`src/rtl/mips_pkg.sv`:
```
// Encodings shared by control, decode and writeback: load sizes and wb_bus bit positions.
package mips_pkg;

  localparam logic [1:0] LOAD_BYTE = 2'b00;
  localparam logic [1:0] LOAD_HALF = 2'b01;
  localparam logic [1:0] LOAD_WORD = 2'b10;

  localparam int unsigned WB_REGWRITE = 1;
  localparam int unsigned WB_MEMTOREG = 0;

endpackage

```
`src/rtl/load_formatter.sv`:
```
// Extracts and extends the byte/halfword/word addressed by a load from the raw memory word.
module load_formatter
  import mips_pkg::*;
#(
  parameter int unsigned len = 32
) (
  input  logic [len-1:0] mem_data,
  input  logic [1:0]     load_size,
  input  logic           load_unsigned,
  input  logic [1:0]     byte_offset,
  output logic [len-1:0] formatted
);

  logic [7:0]  byte_sel;
  logic [15:0] half_sel;

  always_comb begin
    byte_sel = mem_data[7:0];
    case (byte_offset)
      2'd0:    byte_sel = mem_data[7:0];
      2'd1:    byte_sel = mem_data[15:8];
      2'd2:    byte_sel = mem_data[23:16];
      default: byte_sel = mem_data[31:24];
    endcase
    // Misaligned halfwords are not trapped; the low offset bit is simply dropped.
    half_sel = byte_offset[1] ? mem_data[31:16] : mem_data[15:0];
  end

  always_comb begin
    formatted = mem_data;
    case (load_size)
      LOAD_BYTE: formatted = {{(len-8){~load_unsigned & byte_sel[7]}}, byte_sel};
      LOAD_HALF: formatted = {{(len-16){~load_unsigned & half_sel[15]}}, half_sel};
      default:   formatted = mem_data;
    endcase
  end

endmodule

```
`src/rtl/writeback.sv`:
```
// MEM/WB stage register, register-file write port, retired-instruction counter and sticky halt.
module writeback
  import mips_pkg::*;
#(
  parameter int unsigned len = 32,
  parameter int unsigned NB  = $clog2(len)
) (
  input  logic           clk,
  input  logic           reset,
  input  logic           in_valid,
  input  logic           in_enable,
  input  logic           in_flush,
  input  logic [len-1:0] in_alu_result,
  input  logic [len-1:0] in_mem_data,
  input  logic [NB-1:0]  in_write_register,
  input  logic [1:0]     in_writeBack_bus,
  input  logic [1:0]     in_load_size,
  input  logic           in_load_unsigned,
  input  logic [1:0]     in_byte_offset,
  input  logic           in_halt,
  output logic           RegWrite,
  output logic [len-1:0] write_data,
  output logic [NB-1:0]  write_register,
  output logic           out_halt,
  output logic [len-1:0] out_retired
);

  localparam logic [len-1:0] ONE = {{(len-1){1'b0}}, 1'b1};

  logic           valid_q;
  logic [len-1:0] alu_q;
  logic [len-1:0] mem_q;
  logic [NB-1:0]  wreg_q;
  logic [1:0]     wb_q;
  logic [1:0]     size_q;
  logic           unsigned_q;
  logic [1:0]     offset_q;
  logic           halt_fld_q;
  logic           halted_q;
  logic [len-1:0] retired_q;
  logic [len-1:0] formatted;

  always_ff @(posedge clk) begin
    if (reset || halted_q || in_flush) begin
      valid_q    <= 1'b0;
      alu_q      <= '0;
      mem_q      <= '0;
      wreg_q     <= '0;
      wb_q       <= '0;
      size_q     <= '0;
      unsigned_q <= 1'b0;
      offset_q   <= '0;
      halt_fld_q <= 1'b0;
    end else if (in_enable) begin
      valid_q    <= in_valid;
      alu_q      <= in_alu_result;
      mem_q      <= in_mem_data;
      wreg_q     <= in_write_register;
      wb_q       <= in_writeBack_bus;
      size_q     <= in_load_size;
      unsigned_q <= in_load_unsigned;
      offset_q   <= in_byte_offset;
      halt_fld_q <= in_halt;
    end
  end

  always_ff @(posedge clk) begin
    if (reset) begin
      halted_q <= 1'b0;
    end else if (valid_q && halt_fld_q) begin
      halted_q <= 1'b1;
    end
  end

  always_ff @(posedge clk) begin
    if (reset) begin
      retired_q <= '0;
    end else if (in_valid && in_enable && !in_flush && !halted_q) begin
      retired_q <= retired_q + ONE;
    end
  end

  load_formatter #(
    .len(len)
  ) u_load_formatter (
    .mem_data     (mem_q),
    .load_size    (size_q),
    .load_unsigned(unsigned_q),
    .byte_offset  (offset_q),
    .formatted    (formatted)
  );

  always_comb begin
    RegWrite       = valid_q & wb_q[WB_REGWRITE] & (wreg_q != '0);
    write_data     = '0;
    write_register = '0;
    if (valid_q) begin
      write_data     = wb_q[WB_MEMTOREG] ? formatted : alu_q;
      write_register = wreg_q;
    end
  end

  assign out_halt    = halted_q;
  assign out_retired = retired_q;

endmodule

```
`config.mk`:
```
export PLATFORM = sky130hd
export DESIGN_NAME = writeback
export DESIGN_NICKNAME = d
export VERILOG_FILES = /design/src/rtl/mips_pkg.sv /design/src/rtl/load_formatter.sv /design/src/rtl/writeback.sv
export SDC_FILE = /design/constraint.sdc
export NUM_CORES = 1
export LEC_CHECK = 0
export BUFFER_PORTS_ARGS = -buffer_cell sky130_fd_sc_hd__buf_2
export CAP_MARGIN = 20
export CORE_MARGIN = 10
export CORE_UTILIZATION = 39
export CTS_BUF_LIST = sky130_fd_sc_hd__clkbuf_16
export CTS_CLUSTER_SIZE = 8
export DETAILED_ROUTE_END_ITERATION = 8
export RECOVER_POWER = 100
export SYNTH_ARGS = -nofsm -noshare
export SYNTH_HDL_FRONTEND = slang
export SYNTH_HIERARCHICAL = 1
export SYNTH_SLANG_ARGS = --single-unit
```
`constraint.sdc`:
```
create_clock -name clk -period 2.3 [get_ports clk]
set_input_delay 0.115 -clock clk [delete_from_list [all_inputs] [get_ports clk]]
set_output_delay 0.115 -clock clk [all_outputs]
set_load 0.05 [all_outputs]
```
### Word-level counts from Yosys, hierarchy flattened

Cells that the tools add are included.

* register bits: 111
* input bits: 82
* output and inout port bits: 71
* word-level logic and storage cells: 37

* add/sub/neg operators: 1
* equality and inequality tests: 3
* multiplexer cells: 6
* bitwise operators: 5
* reduce and logical (&&, ||, !) cells: 11

Operators with widths (count)
* $mux W32: 2
* $pmux W32 S2: 1
* $add A32 B1 Y32 const B: 1
* $pmux W8 S3: 1
* $mux W16: 1
* $mux W5: 1
* $reduce_bool A5 Y1: 1
* $and A1 B1 Y1: 4
* $eq A2 B1 Y1 const B: 2
* $logic_and A1 B1 Y1: 4
* $logic_not A2 Y1: 2
* $eq A2 B2 Y1 const B: 1
* $logic_not A1 Y1: 2
* $logic_or A1 B1 Y1: 2
* $not A1 Y1: 1

### Depth between registers and ports, before layout

Gate-level depths: netlist (run 1).

* depth in word-level cells: 6
* gate-level depth with buffers: 9
* gate-level depth less buffers: 5

### Modules after synthesis

The synthesis (run 1) kept the hierarchy.

Modules (own cells, without submodules)
* writeback: instances 1, cells an instance 523, area each 4931.0 um2, sequential area each 2222.1 um2
* load_formatter: instances 1, cells an instance 115, area each 845.8 um2, sequential area each 0.0 um2

### Least setup slack after synthesis (run 1)

OpenSTA, ideal clock, no wires.

* kind: register to output
* start: register size_q[1]
* end: output port write_data[21]
* data arrival time: 2.265 ns
* required time: 2.185 ns
* slack: -0.080 ns
* stages on the path, launching flop included: 10
* cell sequence: dfxtp_1 -> buf_6 -> or2_1 -> buf_2 -> or3_1 -> buf_6 -> buf_6 -> o211ai_2 -> mux2i_1 -> nor2b_1

* longest elaborated chain between the ends: 4
* elaborated cells between the ends (all ways): 5

Ends and longest elaborated chain
* start: declaration: RTL line writeback.sv:35 `logic [1:0] size_q;`
* start signal: assignment: RTL line writeback.sv:60 `size_q <= in_load_size;`
* $eq A2 B1 Y1 or $logic_not A2 Y1 (tied branches): RTL line load_formatter.sv:31 `case (load_size)`
* $pmux W32 S2 *: RTL line load_formatter.sv:31
* named net formatted[21]: RTL line writeback.sv:41 `logic [len-1:0] formatted;`
* $mux W32 *: RTL line writeback.sv:98 `write_data = wb_q[WB_MEMTOREG] ? formatted : alu_q;`
* $mux W32 *: RTL line writeback.sv:97 `if (valid_q) begin`
* end: declaration: RTL line writeback.sv:22 `output logic [len-1:0] write_data,`

Mark *: on every way through the listed nets, which the timed path passes. The rest lies on a longest branch.

### Worst setup path after layout (run 1)

* start: register size_q[1]
* end: output port write_data[17]

Same word-level chain as after synthesis.

==> results of run 1 <==
==> worst reg2reg max path: stages (launching register included) <==
cell and delay (ns):
dfxtp_1 0.34, and4bb_1 0.51, nand4_1 0.13, clkbuf_1 0.35, or4_1 0.59, a21oi_1 0.14
==> layout by cell type (no fill, tap or decap), drive strengths merged <==
cell         synthesis  final
a21oi               18     18
a22oi                9      9
a32oi                1      1
and2                 7      7
and3                 1      1
and4                 4      4
and4bb               1      1
buf                 20    126
clkbuf              29     54
clkinv               1      4
clkinvlp             0      2
dfxtp              111    111
diode                0      1
dlygate4sd3          0     33
ha                   1      1
inv                  5      5
mux2                 8      8
mux2i              125    125
nand2               36     36
nand3                9      9
nand4               17     17
nand4bb              1      1
nor2                94     94
nor2b               47     47
nor3                 6      6
nor4                 1      1
o211ai              17     17
o21ai               11     11
o21ba                1      1
o221ai               8      8
o22a                 7      7
o311a                1      1
o31ai                5      5
or2                  2      2
or3                 14     14
or4                 11     11
xnor2                2      2
xor2                 7      7
==> sequential cells by signal, summed over array words and instances, names as in the netlist <==
register     count
wreg_q           5
valid_q          1
wb_q             2
alu_q           32
unsigned_q       1
out_halt         1
size_q           2
halt_fld_q       1
offset_q         2
mem_q           32
out_retired     32
==> final cells by class <==
type | instances | share of cell area, %
multi-input cells | 472 | 45.7
flip-flops and latches | 111 | 30.1
repair buffers | 204 | 17.2
well taps | 184 | 3.10
clock buffers | 9 | 3.04
clock inverters | 5 | 0.388
inverters | 6 | 0.371
diodes | 1 | 0.0337
==> power breakdown <==
group	internal, W	switching, W	total (W)	leakage (nW)
clock	0.000716	0.000700	0.00142	0.126
combinational	0.000244	0.000249	0.000493	1.90
sequential	0.00197	0.0000421	0.00201	0.905
==> kinds of logic after synthesis <==
family | after synthesis | share of synthesized area [%]
AO/OA/AOI/OAI | 78 | 10.3
XOR/XNOR | 9 | 1.36
adder cells (fa/ha/maj) | 1 | 0.217
buffers and inverters | 55 | 4.35
flip-flops | 111 | 38.5
multiplexers | 133 | 23.2
AND/OR/NAND/NOR | 251 | 22.1
==> through the flow <==
stage               setup TNS (ns)  hold slack (ns)  setup slack (ns)  cells  util (%)
detailed placement               0            0.357             0.205    940      46.1
CTS                        -0.0808         0.000333           -0.0451    987      50.3
floorplan                        0            0.262            0.0399    638         -
finish                           0          0.00554            0.0426    992      51.0
global placement                 0            0.350             0.256    940      46.1
global route                -0.107           0.0184           -0.0366    992      51.0
==> per-layer routing <==
layer  vias to the layer above  routed length [µm]
met3                        16                1280
met4                         0                 227
met1                      2452                8010
met5                         -                   0
met2                       144                8010
li1                       2596                   -
==> timing repair <==
action / 4_1_cts / 5_1_grt
pin swaps: 0 / 3
buffers inserted: 0 / 3
endpoints found under the setup margin: 12 / 26
hold buffers: 33 / 0
hold endpoints to repair: 33 / 0
cloned: 0 / 1
gates resized for setup: 11 / 41
==> how the worst min path moves through the flow <==
stage,from,endpoint,depth (start not counted)
floorplan,in_load_unsigned,unsigned_q$_SDFFE_PP0P_,2
global placement,in_load_unsigned,unsigned_q$_SDFFE_PP0P_,3
detailed placement,in_byte_offset[1],offset_q[1]$_SDFFE_PP0P_,3
CTS,in_write_register[3],wreg_q[3]$_SDFFE_PP0P_,3
global route,in_alu_result[12],alu_q[12]$_SDFFE_PP0P_,3
finish,in_alu_result[21],alu_q[21]$_SDFFE_PP0P_,3
==> impl_metrics.tcl, run 1 <==
set metrics [dict create \
    crit_buf_inv 2 \
    grt_max_degree 79 \
    fin_crit_sh_pct 98.1 \
    rows 44 \
    coreArea_um2 14500 \
    grt_setup_unrepaired "true" \
    grt_pass1_wl_mm 27.7 \
    synth_warnings 6 \
    first_iter_violations 345 \
    fin_nets 887 \
    grt_pass1_vias 5311 \
    startpoint "size_q[1]$_SDFFE_PP0P_" \
    antenna_violating_nets_post_route 0 \
    nFillCells 1401 \
    regArea_um2 2230 \
    postSynthCellCount 638 \
    grtUsageMet3_pct 5.31 \
    die_h_um 142 \
    antenna_found_initial 1 \
    hold_viol 0 \
    slew_headroom_pct 2.69 \
    r2r_start "out_halt$_SDFFE_PP0P_" \
    clkSinkCount 111 \
    reg2regPathDepth 5 \
    htree_levels 3 \
    worstPathArrival_ns 2.14 \
    fmax_mhz 443 \
    use_met2_pct 26.3 \
    cp_top_family "simple AND/OR/NAND/NOR gates" \
    grt_util_all_layers_pct 16.8 \
    cts_tree "yes" \
    vias 5208 \
    clock_latency_ns 0.35 \
    worstPathMaxFanout 16 \
    power_w 0.00392 \
    clock_path_buffers 2 \
    synthTopCellsByArea "dfxtp_1 38%, mux2i_1 22%, nor2_1 6.1%" \
    crit_end "write_data[17]" \
    cp_slowest_cell "or3_4" \
    yosys_register_bits 111 \
    leakage_nw 2.93 \
    numCtsBuffers 9 \
    path_cells "or2_1 > or3_4 > buf_12 > o211ai_1 > mux2i_1 > nor2b_1 > buf_6" \
    first_pass_iters 5 \
    final.setup_skew_ns 0.00716 \
    worstSetupPathType "flop to output port" \
    p_per_area_nw_per_um2 528 \
    avgSynthCellArea_um2 9.05 \
    rrSetupSlack_ns 0.17 \
    ys_top_cells_by_count "125 x mux2i_1, 111 x dfxtp_1, 94 x nor2_1" \
    dieArea_um2 20100 \
    initial_core_util_pct 39.7 \
    slew_violations 0 \
    multiInputGateArea_um2 3390 \
    die_w_um 142 \
    drive_above_1_share_pct 23.9 \
    synth_area_um2 5780 \
    place_congestion 0.883 \
    synthArstFlopShare_pct 0 \
    place.port_buffers 152 \
    io_pins 153 \
    synth_most_common_cell "mux2i_1" \
    max-vdd-ir-drop_uv 284 \
    critPathMaxStageDelay_ns 0.38 \
    path_clk_slew_ns 0.07 \
    yosys.area.top_type "dfxtp_1" \
    setup_violations 0 \
    worstSetupStartpointType "flop" \
    cp.depth 7 \
    drc 0 \
    synth_edf_count 0 \
    seq_area_frac_synth_pct 38.5 \
    wl_per_cell_um 17.7 \
    post-synth-top-area-fraction_pct 38.5 \
    fin_crit_ns 2.26 \
    end_kind "output port" \
    via_per_inst 5.25 \
    final_area_um2 7420 \
    overflow 0 \
    area_growth_pct 28.4 \
    required_ns 2.18 \
    place_area_um2 6700 \
    synth.distinct_cells 43 \
    drt_wl_total_mm 17.5 \
    grtUsageMet1_pct 21.6 \
    worstMarginPinSlew_ns 1.46 \
    synth_flop_cell "dfxtp_1" \
    maxCapViolations 0 \
    r2r-end "out_retired[31]$_SDFFE_PP0P_" \
    min_path_type "primary input to flop" \
    status "complete, no violations" \
    cts_root_buffer "clkbuf_16" \
    synth_fp_nets 721 \
    dp_hpwl_mm 12.7 \
    grt_busiest_layer "met2" \
]
Power figures use the tool's default switching activity.
==> run 2: changes to the inputs <==
Settings changed: ABC_AREA set to 1, SYNTH_HIERARCHICAL 1 to unset.
==> run 2 against run 1 <==
The flow now finishes with violations (max-capacitance violations, max-slew violations). Utilization down 3.6 points. Worst hold slack improved by 0.0032 ns. Non-clock buffer count down 32. Register-to-register slack better by 0.04 ns. Cell area is 7.0% lower. Clock power is 9% higher. Largest power group unchanged.
==> impl_metrics.tcl, run 2 <==
set metrics [dict create \
    status "complete, but fails checks" \
    violations "max-capacitance violations, max-slew violations" \
    tns_ns 0 \
    final_common_cell "nand2_1" \
    grt_util_all_layers_pct 18.1 \
    io_pins 153 \
    fmax_mhz 465 \
    synthArstFlopShare_pct 0 \
    slew_headroom_pct -4.76 \
    clkSinkCount 111 \
    coreArea_um2 14500 \
    first_pass_iters 5 \
    fin_crit_sh_pct 93.5 \
    synth_most_common_cell "nand2_1" \
    die_w_um 142 \
    whs_endpoint "alu_q[12]$_SDFFE_PP0P_" \
    grt_max_degree 79 \
    r2r-end "out_retired[7]$_SDFFE_PP0P_" \
    yosys.area.top_type "dfxtp_1" \
    worst_slack_ns 0.149 \
    path_cells "inv_2 > nand2_1 > a21oi_1 > nand2_1 > nand3_4 > nand2_1 > a21oi_1 > clkbuf_2" \
    mostFrequentLayoutCells "320 x nand2_1, 144 x a21oi_1, 110 x dfxtp_1" \
    fin_nets 1116 \
    cp_slowest_cell "dfxtp_1" \
    synth_top_family_by_area "simple AND/OR/NAND/NOR gates" \
    synth-simple-area-share_pct 35.0 \
    overflow 0 \
    pwr-share-clk_pct 39.4 \
    antenna_violating_nets_post_route 0 \
    cts_tree "yes" \
    synth_area_um2 5760 \
    setup_violations 0 \
    drive_above_1_share_pct 15.9 \
    dieArea_um2 20000 \
    antenna_found_initial 0 \
    p_seq_share_pct 50.8 \
    post-synth-top-area-fraction_pct 38.6 \
    synth_flop_cell "dfxtp_1" \
    critPathMaxStageDelay_ns 0.36 \
    synth.distinct_cells 35 \
    via_per_inst 4.94 \
    worstPathArrival_ns 2.04 \
    synthXorXnorAreaFrac_pct 0.456 \
    leakage_nw 2.75 \
    path_clk_slew_ns 0.07 \
    hold_depth 3 \
    drt_wl_total_mm 18.6 \
    synth_warnings 0 \
    fin_hold_ws_ns 0.00879 \
    required_ns 2.18 \
    rows 44 \
    internal-power_w 0.00294 \
    ys_top_cells_by_count "319 x nand2_1, 144 x a21oi_1, 111 x dfxtp_1" \
    dp_hpwl_mm 14.1 \
    clock_latency_ns 0.36 \
    worstMarginPinSlew_ns 1.57 \
    drc 0 \
    grt_pass1_vias 5656 \
    die_h_um 142 \
    slew_violations 79 \
    synth_fp_nets 981 \
    synth-compound-area-share_pct 17.6 \
    first_iter_violations 410 \
    clock_path_buffers 2 \
    dp_slack_ns 0.339 \
    avgSynthCellArea_um2 6.42 \
    initial_core_util_pct 39.7 \
    place.port_buffers 152 \
    wl_per_cell_um 15.2 \
    yosys_register_bits 111 \
    r2r_start "out_halt$_SDFFE_PP0P_" \
    reg2regPathDepth 8 \
    crit_path_frequent_cell "nand2_1" \
    worstSetupPathType "flop to output port" \
    final.setup_skew_ns 0.0129 \
    worstSetupStartpointType "flop" \
    synth_adder_area_share_pct 0.217 \
    synthMuxAreaShare_pct 0 \
    p_comb_share_pct 9.8 \
    maxCapViolations 1 \
    swShare_pct 25.3 \
    grt_pass1_wl_mm 29.7 \
    utilization_pct 47.4 \
    numCtsBuffers 9 \
    diodes 0 \
    postSynthCellCount 898 \
    hold_viol 0 \
    htree_levels 3 \
    rrSetupSlack_ns 0.21 \
    hold_start "in_alu_result[12]" \
    cts_root_buffer "clkbuf_16" \
    synthTopCellsByArea "dfxtp_1 39%, nand2_1 21%, a21oi_1 13%" \
    synth_edf_count 0 \
    place_congestion 0.877 \
    min_path_type "primary input to flop" \
    p_per_area_nw_per_um2 572 \
    max-vdd-ir-drop_uv 307 \
    worstPathMaxFanout 16 \
    end_kind "output port" \
    seq_area_frac_synth_pct 38.6 \
    power.switching_w 0.000998 \
    fin_crit_ns 2.15 \
    area_growth_pct 19.6 \
    vias 6041 \
]
-- run 2: worst max-delay path by stage --
stage                     slack [ns]             end                startpoint  depth (start not counted)
after floorplan                 0.35  write_data[27]  offset_q[1]$_SDFFE_PP0P_                          9
after global placement          0.31  write_data[13]  offset_q[1]$_SDFFE_PP0P_                          6
after detailed placement        0.34  write_data[17]  offset_q[1]$_SDFFE_PP0P_                          7
after CTS                       0.16  write_data[17]    size_q[1]$_SDFFE_PP0P_                          8
after global routing          -0.005  write_data[28]    size_q[1]$_SDFFE_PP0P_                          8
final                           0.15  write_data[31]    size_q[1]$_SDFFE_PP0P_                          8
-- run 2: critical path: cells and delay by family (launching register included) --
| family | cells | cell delay [ns] |
|---|---|---|
| simple gates | 4 | 0.49 |
| buf+inv | 2 | 0.50 |
| flops | 1 | 0.36 |
| compound gates | 2 | 0.33 |
-- run 2: kinds of logic (layout without fill, tap and decap cells) --
family	count (synthesis)	count (layout)
adders and majority gates	1	1
buffers and inverters	114	254
and+or+nand+nor	473	473
DFF	111	111
AOI/OAI and AO/OA	196	196
xor gates and xnor gates	3	3
-- run 2: metrics by stage --
stage                     area [µm²]  total power [W]  cells
after floorplan                 5760          0.00228    898
after global placement          6640          0.00243   1198
after detailed placement        6640          0.00243   1198
after CTS                       7010          0.00400   1222
after global routing            6890          0.00411   1222
final                           6890          0.00394   1222
-- run 2: power by group through the flow --
stage	clock network (W)	registers (W)	logic, W
after floorplan	0	0.00204	0.000240
after global placement	0	0.00205	0.000385
after CTS	0.00160	0.00200	0.000397
after detailed placement	0	0.00205	0.000385
final	0.00155	0.00200	0.000388
after global routing	0.00167	0.00201	0.000435
-- run 2: area by class of cell --
| cell class | instances | area, µm² |
|---|---|---|
| clock buffers | 9 | 225 |
| clock inverters | 7 | 66.3 |
| fillers | 1636 | 7640 |
| inverters | 66 | 248 |
| multi-input cells | 673 | 3030 |
| flip-flops and latches | 111 | 2230 |
| well taps | 184 | 230 |
| repair buffers | 172 | 873 |
-- run 2: timing repair --
action	CTS	global route
hold buffers	8	0
gates resized for setup	1	3
setup buffers	0	0
endpoints found under the setup margin	15	3
hold endpoints to repair	8	0
-- run 2: per-layer routing --
metal	GRT usage, %	wire length, µm	up-vias
met5	0	0	-
met4	4.52	195	0
met3	4.74	1320	14
met2	29.1	8750	150
met1	23.6	8340	2737
li1	-	-	3140
